## src/rtl/matmul_sequencer.sv

```systemverilog
// rtl/matmul_sequencer.sv - i/j/k sequencer and accumulator feeding the signed MAC unit of the NxN matrix multiplier.
module matmul_sequencer #(
    parameter int Width = 8,
    parameter int N     = 4,
    parameter int IW    = 2
) (
    input  logic              CLK,
    input  logic              reset,
    input  logic              start,
    input  logic              op_in,
    output logic [2*IW-1:0]   a_addr,
    input  logic [Width-1:0]  a_data,
    output logic [2*IW-1:0]   b_addr,
    input  logic [Width-1:0]  b_data,
    output logic [Width-1:0]  au_a,
    output logic [Width-1:0]  au_b,
    output logic [Width-1:0]  au_c,
    output logic              au_op,
    output logic              au_reset,
    input  logic [Width-1:0]  au_out,
    input  logic              au_error,
    output logic              c_we,
    output logic [2*IW-1:0]   c_addr,
    output logic [Width-1:0]  c_wdata,
    output logic              busy,
    output logic              done,
    output logic              err
);

    typedef enum logic [1:0] {
        IDLE = 2'd0,
        MAC  = 2'd1,
        DONE = 2'd2
    } state_t;

    localparam logic [IW-1:0] LAST = IW'(N - 1);
    localparam logic [IW-1:0] ONE  = IW'(1);

    state_t            state, state_nxt;
    logic [IW-1:0]     i_q, j_q, k_q;
    logic [IW-1:0]     i_nxt, j_nxt, k_nxt;
    logic [Width-1:0]  acc_q, acc_nxt;
    logic              op_q, op_nxt;
    logic              err_q, err_nxt;

    logic              last_i, last_j, last_k;

    assign last_i = (i_q == LAST);
    assign last_j = (j_q == LAST);
    assign last_k = (k_q == LAST);

    always_ff @(posedge CLK) begin
        if (reset) begin
            state <= IDLE;
            i_q   <= '0;
            j_q   <= '0;
            k_q   <= '0;
            acc_q <= '0;
            op_q  <= 1'b0;
            err_q <= 1'b0;
        end else begin
            state <= state_nxt;
            i_q   <= i_nxt;
            j_q   <= j_nxt;
            k_q   <= k_nxt;
            acc_q <= acc_nxt;
            op_q  <= op_nxt;
            err_q <= err_nxt;
        end
    end

    always_comb begin
        state_nxt = state;
        i_nxt     = i_q;
        j_nxt     = j_q;
        k_nxt     = k_q;
        acc_nxt   = acc_q;
        op_nxt    = op_q;
        err_nxt   = err_q;
        c_we      = 1'b0;

        case (state)
            IDLE: begin
                if (start) begin
                    op_nxt    = op_in;
                    i_nxt     = '0;
                    j_nxt     = '0;
                    k_nxt     = '0;
                    acc_nxt   = '0;
                    err_nxt   = 1'b0;
                    state_nxt = MAC;
                end
            end
            MAC: begin
                err_nxt = err_q | au_error;
                if (!last_k) begin
                    acc_nxt = au_out;
                    k_nxt   = k_q + ONE;
                end else begin
                    // Element finished: the unit's combinational result goes straight to C.
                    c_we    = 1'b1;
                    acc_nxt = '0;
                    k_nxt   = '0;
                    j_nxt   = j_q + ONE;
                    if (last_j) begin
                        i_nxt = i_q + ONE;
                    end
                    if (last_i && last_j) begin
                        state_nxt = DONE;
                    end
                end
            end
            DONE: begin
                err_nxt   = err_q | au_error;
                state_nxt = IDLE;
            end
            default: begin
                state_nxt = IDLE;
            end
        endcase
    end

    assign a_addr   = {i_q, k_q};
    assign b_addr   = {k_q, j_q};
    assign c_addr   = {i_q, j_q};
    assign c_wdata  = au_out;

    assign au_a     = a_data;
    assign au_b     = b_data;
    assign au_c     = acc_q;
    assign au_op    = op_q;
    // Clearing the unit on the accepting cycle drops any Error left over from the previous run.
    assign au_reset = reset | ((state == IDLE) & start);

    assign busy     = (state == MAC);
    assign done     = (state == DONE);
    // The unit's Error is registered, so the final MAC step's overflow only shows up during DONE.
    assign err      = err_q | (done & au_error);

endmodule

```

## config.mk

```make
export PLATFORM = sky130hd
export DESIGN_NAME = matmul_sequencer
export DESIGN_NICKNAME = d
export VERILOG_FILES = /design/src/rtl/matmul_sequencer.sv
export SDC_FILE = /design/constraint.sdc
export NUM_CORES = 1
export LEC_CHECK = 0
export BUFFER_PORTS_ARGS = -buffer_cell sky130_fd_sc_hd__buf_2
export CAP_MARGIN = 20
export CORE_MARGIN = 2
export CORE_UTILIZATION = 39
export DETAILED_ROUTE_END_ITERATION = 16
export MAX_ROUTING_LAYER = met4
export PLACE_DENSITY = 0.73
export SLEW_MARGIN = 5
export SYNTH_ARGS = -nofsm -noshare
export SYNTH_HDL_FRONTEND = slang
export SYNTH_SLANG_ARGS = --single-unit
```

## constraint.sdc

```tcl
create_clock -name CLK -period 1.7 [get_ports CLK]
set_clock_uncertainty 0.15 [all_clocks]
set_input_delay 0.17 -clock CLK [delete_from_list [all_inputs] [get_ports CLK]]
set_output_delay 0.17 -clock CLK [all_outputs]
set_load 0.005 [all_outputs]
```

* Word level (Yosys, flattened, before mapping) *
Cells that the tools add are included.

storage, ports and cells
  word-level logic and storage cells = 54
  output and inout port bits = 50
  bits of input ports = 29
  register bits = 18

operators by class
  add/sub/neg operators = 3
  muxes and demuxes = 19
  reduce and logical (&&, ||, !) cells = 11
  bitwise logic cells = 5
  equal/unequal tests = 9

operators with widths
  kind                                                                    count
  2-bit two-way mux                                                       8
  8-bit two-way mux                                                       2
  2-bit case mux with 2 select lines                                      4
  8-bit case mux with 2 select lines                                      1
  2-bit equality test (second input constant)                             4
  2-bit by 1-bit adder with 2-bit output (second input constant)          3
  2-bit by 1-bit != test with 1-bit output (second input constant)        3
  2-bit AND reduction                                                     3
  3-bit AND reduction                                                     2
  4-bit AND reduction                                                     1
  2-bit nonzero test                                                      2
  1-bit two-way mux                                                       3
  1-bit bitwise OR                                                        3
  1-bit AND                                                               2
  2-bit by 1-bit equality test with 1-bit output (second input constant)  1
  2-bit logical NOT                                                       1
  2-bit != test (second input constant)                                   1
  1-bit case mux with 2 select lines                                      1
  2-bit OR reduction                                                      1
  1-bit logical AND                                                       1

* Logic depth before layout (Yosys ltp) *
Gate-level depths: netlist of run 1.

  depth after elaboration = 5
  mapped depth = 7
  gate-level depth less buffers = 5

* Worst setup path after synthesis of run 1 *
No wires, ideal clock.

  path kind = register to register
  start point = register state[0]
  end point = register i_q[1]
  library setup time = 0.123 ns
  cell stages (with the launch flop) = 8
  path slack = 0.104 ns
  clock period less this slack = 1.596 ns
  arrival = 1.323 ns
  required time = 1.427 ns
  path buffers = 2
  cells stage by stage = dfxtp_1 inv_1 ha_1 buf_6 mux2_4 buf_12 nand4_4 a21oi_2

between the ends
  longest elaborated chain between the ends = 3
  elaborated cells between the ends (all ways) = 8
  those cells by class = eq/ne (4); mux (1); reduce/logical (3)

ends and longest elaborated chain
  item                                                                                        line  source
  start, declared                                                                             39    state_t state, state_nxt;
  start signal, assigned                                                                      62    state <= state_nxt;
  2-bit by 1-bit equality test with 1-bit output / 2-bit logical NOT (equally long branches)  82    case (state)
  2-bit by 1-bit != test with 1-bit output (no line), or another cell as far along            n/a
  4-bit AND reduction (no line)                                                               n/a
  end signal, assigned                                                                        63    i_q <= i_nxt;
  end, declared                                                                               40    logic [IW-1:0] i_q, j_q, k_q;

Parallel ways exist; a longest one is shown, timed or not.
A chain may end at the register's enable or synchronous reset.

* Worst setup path after layout of run 1 *
  start point = register state[0]
  end point = output au_reset

between the ends
  longest elaborated chain between the ends = 3

ends and longest elaborated chain
  item               line  source
  2-bit logical NOT  133   assign au_reset = reset | ((state == IDLE) & start);
  1-bit AND          133
  1-bit bitwise OR   133
  end, declared      19    output logic au_reset,

Every way passes these cells.

==> key figures, run 1 <==
Yosys
  • Synth area leaders: dfxtp_1 (28%), buf_4 (19%), ha_1 (6.8%)
  • Mean post-synth cell area: 9.19 µm²
  • Seq/Total Area, Yosys: 27.8%
  • Synthesized area: around 1300 µm²
  • #FFs+latches synth: 18
  • Synth Warn #: 0
  • Synth area leader: dfxtp_1
  • FFs w/ async S/R, synth: 0%
  • Number of flops mapped to enable cells by yosys: 0
  • Synth cell types: 35
  • Commonest cells in the netlist: buf_4 (32), dfxtp_1 (18), nand2_1 (16)
  • Count leader, synth: buf_4
  • Synth Flop Type: dfxtp_1
  • Syn_nets: around 180
  • Post-synth top area share: around 28%
  • Synth Instances: 141

Clock network
  • Worst skew pair latency: around 0.30 ns
  • Clock Root Buffer: clkbuf_4
  • H-tree depth: 1
  • TritonCTS clock tree: done
  • Post-CTS Repair Setup Buffers: 0
  • Reg clk slew, reported paths: roughly 0.12 ns
  • CTS Buf Count: 3
  • Sink Count: 18
  • Clock tree buffer depth: 2

Finish
  • Register Area: between 300 and 400 µm²
  • Share of cells above drive strength 1: about 53%
  • Antenna diodes: 0
  • Final nets: between 200 and 250
  • Util after Layout: slightly below 50%
  • Area of the multi-input gates: 659 µm²
  • Layout area overhead: 16.1%
  • Final cell count without fillers: 213
  • Filler Cells Inserted: approximately 320

Critical path
  • Startpoint class of the critical path: flop
  • Crit path DAT: between 1 and 1.5 ns
  • Critical path endpoint category: primary output
  • Crit-path max FO: 6
  • Critical path type: flop to primary output
  • Critical path required time: around 1.4 ns

Placed design
  • Setup WS pre-CTS: roughly 0.033 ns
  • Buffers added on ports: 46
  • Placed cells: 200
  • Post-DP HPWL: around 1.9 mm
  • GP Congestion: 0.726

STA
  • Setup TNS: 0 ns
  • Fin. Hold Viols: 0
  • Final setup fails: 0
  • Pins Over Slew Limit: 0
  • Final Cycle Share: between 90% and 100%
  • Fin Hold WS: about 0.047 ns
  • Worst slew margin: approximately 78%
  • Fmax: a little over 600 MHz
  • Final Critical Period: around 1.6 ns
  • Final worst slack: 0.0599 ns
  • Slew of the pin with the lowest slew margin: 0.331 ns

Routing
  • Pre-antenna DRT Iters: 3
  • Post-Route WL: approximately 2.6 mm
  • Vias per Instance: 4.74
  • DR WL/cell: roughly 12 µm
  • Post-route ant nets: 0
  • DRT iter0 DRCs: 12
  • # DRC: 0
  • DR vias: ~1000

Outcome
  • Outcome: complete, no violations

Floorplan
  • IO Pins: between 70 and 80
  • Chip Height: approximately 62 µm
  • Die Span X: between 60 and 70 µm
  • # rows: 20
  • Core Box Area: just over 3000 µm²
  • Initial core utilization: approximately two fifths
  • Die area: roughly 3800 µm²

Power and ir drop
  • Peak supply drop: around 0.00052 V
  • PD cells: between 1000 and 1500 nW/µm²
  • LEAKAGE: around 0.00068 µW

Min path
  • Path type of the worst min-delay path: input pin to flop

Global routing
  • Largest net degree at the start of global routing: 17
  • Vias in the first global route: 863
  • Gr ovfl total: 0
  • Global-route wire length before repair: 3.84 mm
  • GRT Total Usage: between 10 and 15%
  • Initial antenna violation count: 0

Job
  • Number of max-cap violations: 0
==> power by group <==
part,internal (µW),switching (µW)
logic,361,396
clock network,130,143
registers,485,50.0
==> sequential cells by signal (all words and copies together) (netlist names) <==
register,count
au_op,1
i_q,2
j_q,2
au_c,8
state,2
k_q,2
err_q,1
==> final cells by class <==
cell class	instances	area share, %
Multi-Input combinational cell	82	43.8
Timing Repair Buffer	62	24.8
Sequential cell	18	24.4
Tap cell	44	3.66
Clock buffer	4	2.41
Inverter	3	0.914
==> stage by stage <==
| step | power [µW] | area [µm²] |
|---|---|---|
| floorplan | 1130 | 1300 |
| global placement | 1200 | 1340 |
| detailed placement | 1210 | 1340 |
| CTS | 1510 | 1470 |
| global route | 1670 | 1510 |
| finish | 1570 | 1510 |
==> cells by family (layout without fill, tap and decap cells) <==
group	after synthesis	count (layout)	synth area share, %
AOI/OAI and AO/OA	26	26	15.0
adders and majority gates	7	7	6.76
buffers and inverters	41	69	23.8
DFF	18	18	27.8
muxes	5	5	4.25
and+or+nand+nor	44	44	22.4
==> what timing repair did <==
| action | CTS | global route |
|---|---|---|
| pin swaps | 0 | 1 |
| hold buffers | 9 | 0 |
| hold endpoints to repair | 9 | 0 |
| setup endpoints to repair | 2 | 7 |
| cloned | 0 | 0 |
| resized for setup | 4 | 10 |
==> metal layers <==
layer	routed length, µm	track usage (%)	up-vias
li1	-	-	507
met1	1140	17.7	469
met2	1300	21.8	24
met3	122	1.89	10
met4	74	8.21	0
met5	0	-	-
==> worst paths after layout <==
path                                from        to  slack (ns)  cells after the start
worst max register to register  state[0]    i_q[0]        0.18                      5
worst min register to register   au_c[4]   au_c[4]        0.31                      2
worst max-delay path            state[0]  au_reset        0.06                      6
worst min-delay path            au_error     err_q        0.05                      3
==> worst max-delay path: stages (launching register included) <==
cell and delay, ns:
dfxtp_4 0.40, inv_2 0.06, ha_4 0.18, buf_4 0.15
nand2_2 0.06, nand2_1 0.05, buf_2 0.13
==> layout by cell type (no fill, tap or decap), types with 4 or more instances in the layout <==
master and count:
a21oi_1 4, a21oi_2 9, buf_2 46, buf_4 7, dfxtp_1 16, dlygate4sd3_1 9
ha_1 4, mux2i_1 4, nand2_1 15, nand2b_1 5, nand3_1 4, nand3_2 8
(Power assumes the default switching activity.)
==> run 2, diff against run 1 <==
Settings changed: CELL_PAD_IN_SITES_DETAIL_PLACEMENT set to 2, CELL_PAD_IN_SITES_GLOBAL_PLACEMENT set to 2, CORE_UTILIZATION 39 to 21.
Clock period 1.7 ns to 1.3 ns, I/O delays scaled along.
==> run 2 against run 1 <==
  * The flow now finishes with violations (setup timing)
  * Flip-flop and latch count is the same
  * Non-clock buffer count is 15 higher
  * Worst hold slack worse by 0.035 ns
  * Core utilization shrank 17 points
  * Critical path depth rose by 1
  * Die area grew 79%
  * Wire length grew 50%
  * Clock power rose by 44%
  * Combinational power grew 130%
  * Final area is 25% higher
  * Final cell count up 22%
  * Highest routed layer unchanged
==> key figures, run 2 (synthesis gave the netlist of run 1 again) <==
Global routing
  • Gr ovfl total: 0 (unchanged)
  • Initial antenna violation count: 0 (unchanged)
  • Top Usage Layer GRT: met2
  • Met3 Use GR: 1.41% (-0.48 points)
  • GRT Total Usage: 11.8% (-2.4 points)
  • GR Layer Usage met2: 21.1% (-0.68 points)
  • Vias in the first global route: 1165 (+35%)
  • Global-route wire length before repair: 5.93 mm (+55%)
  • Largest net degree at the start of global routing: 13 (-4)
  • Met1 GRT Util: 13.7% (-3.9 points)

Outcome
  • Outcome: complete, but fails checks
  • Failing checks: setup timing

Routing
  • Post-Route WL: 3.94 mm (+50%)
  • Pre-antenna DRT Iters: 3 (unchanged)
  • DR vias: 1113 (+10%)
  • DRT iter0 DRCs: 26 (+14)
  • Vias per Instance: 4.30 (-9.4%)
  • Post-route ant nets: 0 (unchanged)
  • # DRC: 0 (unchanged)
  • DR WL/cell: 15.2 µm (+23%)

Power and ir drop
  • PD cells: 1510 nW/µm² (+45%)
  • Peak supply drop: 0.000429 V (-17%)
  • LEAKAGE: 0.000847 µW (+25%)
  • Power, Total: 2850 µW (+82%)

STA
  • Worst slew margin: 82.9% (+4.9 points)
  • Final Critical Period: roughly 1.6 ns
  • Final setup fails: 22 (+22)
  • Pins Over Slew Limit: 0 (unchanged)
  • Fmax: around 640 MHz
  • Slew of the pin with the lowest slew margin: 0.257 ns (-0.0740 ns)
  • Final worst slack: -0.256 ns (-0.316 ns)
  • Fin. Hold Viols: 0 (unchanged)
  • Final Cycle Share: 120%
  • RSZ-0062 raised after global routing: yes

Critical path
  • Crit-path max FO: 8 (+2)
  • Critical path type: flop to flop
  • Critical path required time: 1.34 ns (-0.04 ns)
  • Crit path DAT: 1.60 ns (+0.28 ns)
  • Startpoint class of the critical path: flop
  • Critical path endpoint category: flop

Floorplan
  • IO Pins: 79 (unchanged)
  • # rows: 28 (+40%)
  • Die Span X: 82.6 µm (+34%)
  • Initial core utilization: 21.8% (-20 points)
  • Chip Height: 82.6 µm (+34%)
  • Die area: 6820 µm² (+79%)
  • Core Box Area: 5960 µm² (+92%)

Clock network
  • Clock tree buffer depth: 2 (unchanged)
  • Worst skew pair latency: 0.25 ns (-0.05 ns)
  • TritonCTS clock tree: done
  • Clock Root Buffer: clkbuf_8
  • Reg clk slew, reported paths: 0.07 ns (-0.05 ns)
  • CTS Buf Count: 3 (unchanged)
  • H-tree depth: 1 (unchanged)
  • Sink Count: 18 (unchanged)

Placed design
  • Buffers added on ports: 46 (unchanged)
  • Placed cells: 242 (+21%)
  • Post-DP HPWL: 2.63 mm (+39%)
  • Placed cell area: 1510 µm² (+13%)
  • GP Congestion: 0.762 (+4.9%)

Min path
  • Path type of the worst min-delay path: input pin to flop

Finish
  • Antenna diodes: 0 (unchanged)
  • Most frequent cells in the layout: buf_2 (43), dfxtp_1 (15), buf_4 (14)
  • Layout area overhead: 45.3%
  • Util after Layout: 31.6% (-17 points)
  • Share of cells above drive strength 1: 69.6% (+16 points)
  • Filler Cells Inserted: 669 (+110%)
  • Final nets: 222 (+7.8%)
  • Design Area, Final: 1880 µm² (+25%)
  • Commonest non-fill, non-tap cell in the layout: buf_2
  • Max reg flops: 8 (unchanged)
  • Final cell count without fillers: 259 (+22%)

Job
  • Number of max-cap violations: 0 (unchanged)
## run 2: changes by cell type in the layout (fill, tap and decap cells not counted), moves of 6 or more
cell | before | now
buf_4 | 7 | 14
buf_6 | 0 | 10
nand2_1 | 15 | 6
nand2_2 | 1 | 7
## run 2: path summary, 6_finish.rpt
check / start / to / slack, ns / cells past startpoint
min: au_out[7] / au_c[7] / 0.01 / 3
min reg2reg: au_c[7] / au_c[7] / 0.31 / 2
max reg2reg: state[0] / au_c[3] / -0.26 / 7
max: state[0] / au_c[3] / -0.26 / 7
## run 2: power by group
group	switching [µW]	leakage (µW)	internal (µW)	total, µW
logic	795	0.000678	946	1740
registers	75.3	0.000147	635	710
clock network	189	0.0000216	206	395
total	1060	0.000847	1790	2850
## run 2: stage by stage
| step | hold WS [ns] | setup TNS, ns | setup slack, ns |
|---|---|---|---|
| floorplan | 0.123 | -2.38 | -0.197 |
| global placement | 0.110 | -2.45 | -0.194 |
| detailed placement | 0.110 | -3.56 | -0.276 |
| CTS | 0.000202 | -3.79 | -0.224 |
| global route | 0.000672 | -5.39 | -0.310 |
| finish | 0.0117 | -4.11 | -0.256 |
## run 2: metal layers
| layer | wire [µm] | up-vias |
|---|---|---|
| li1 | - | 537 |
| met1 | 1640 | 533 |
| met2 | 2010 | 36 |
| met3 | 245 | 7 |
| met4 | 44 | 0 |
| met5 | 0 | - |
## run 2: final cells by class
cell class	count	area, µm²	area share, %
clock buffer	3	41.3	2.19
tap	75	93.8	4.98
inverter	3	16.3	0.864
multi-input combinational	83	797	42.3
sequential	18	367	19.5
timing repair buffer	77	568	30.2
## run 2: timing repair
action / CTS / global route
buffers inserted: 5 / 3
endpoints found under the hold margin: 6 / 0
cloned: 1 / 0
gates resized for setup: 27 / 23
setup endpoints to repair: 21 / 23
hold buffers: 6 / 0
pin swaps: 6 / 7
## run 2: critical path: stages, from the launching register on
cell,delay [ns]
dfxtp_4,0.37
inv_4,0.07
ha_4,0.19
mux2i_1,0.23
buf_4,0.17
buf_12,0.14
nand2_2,0.06
a21oi_2,0.12
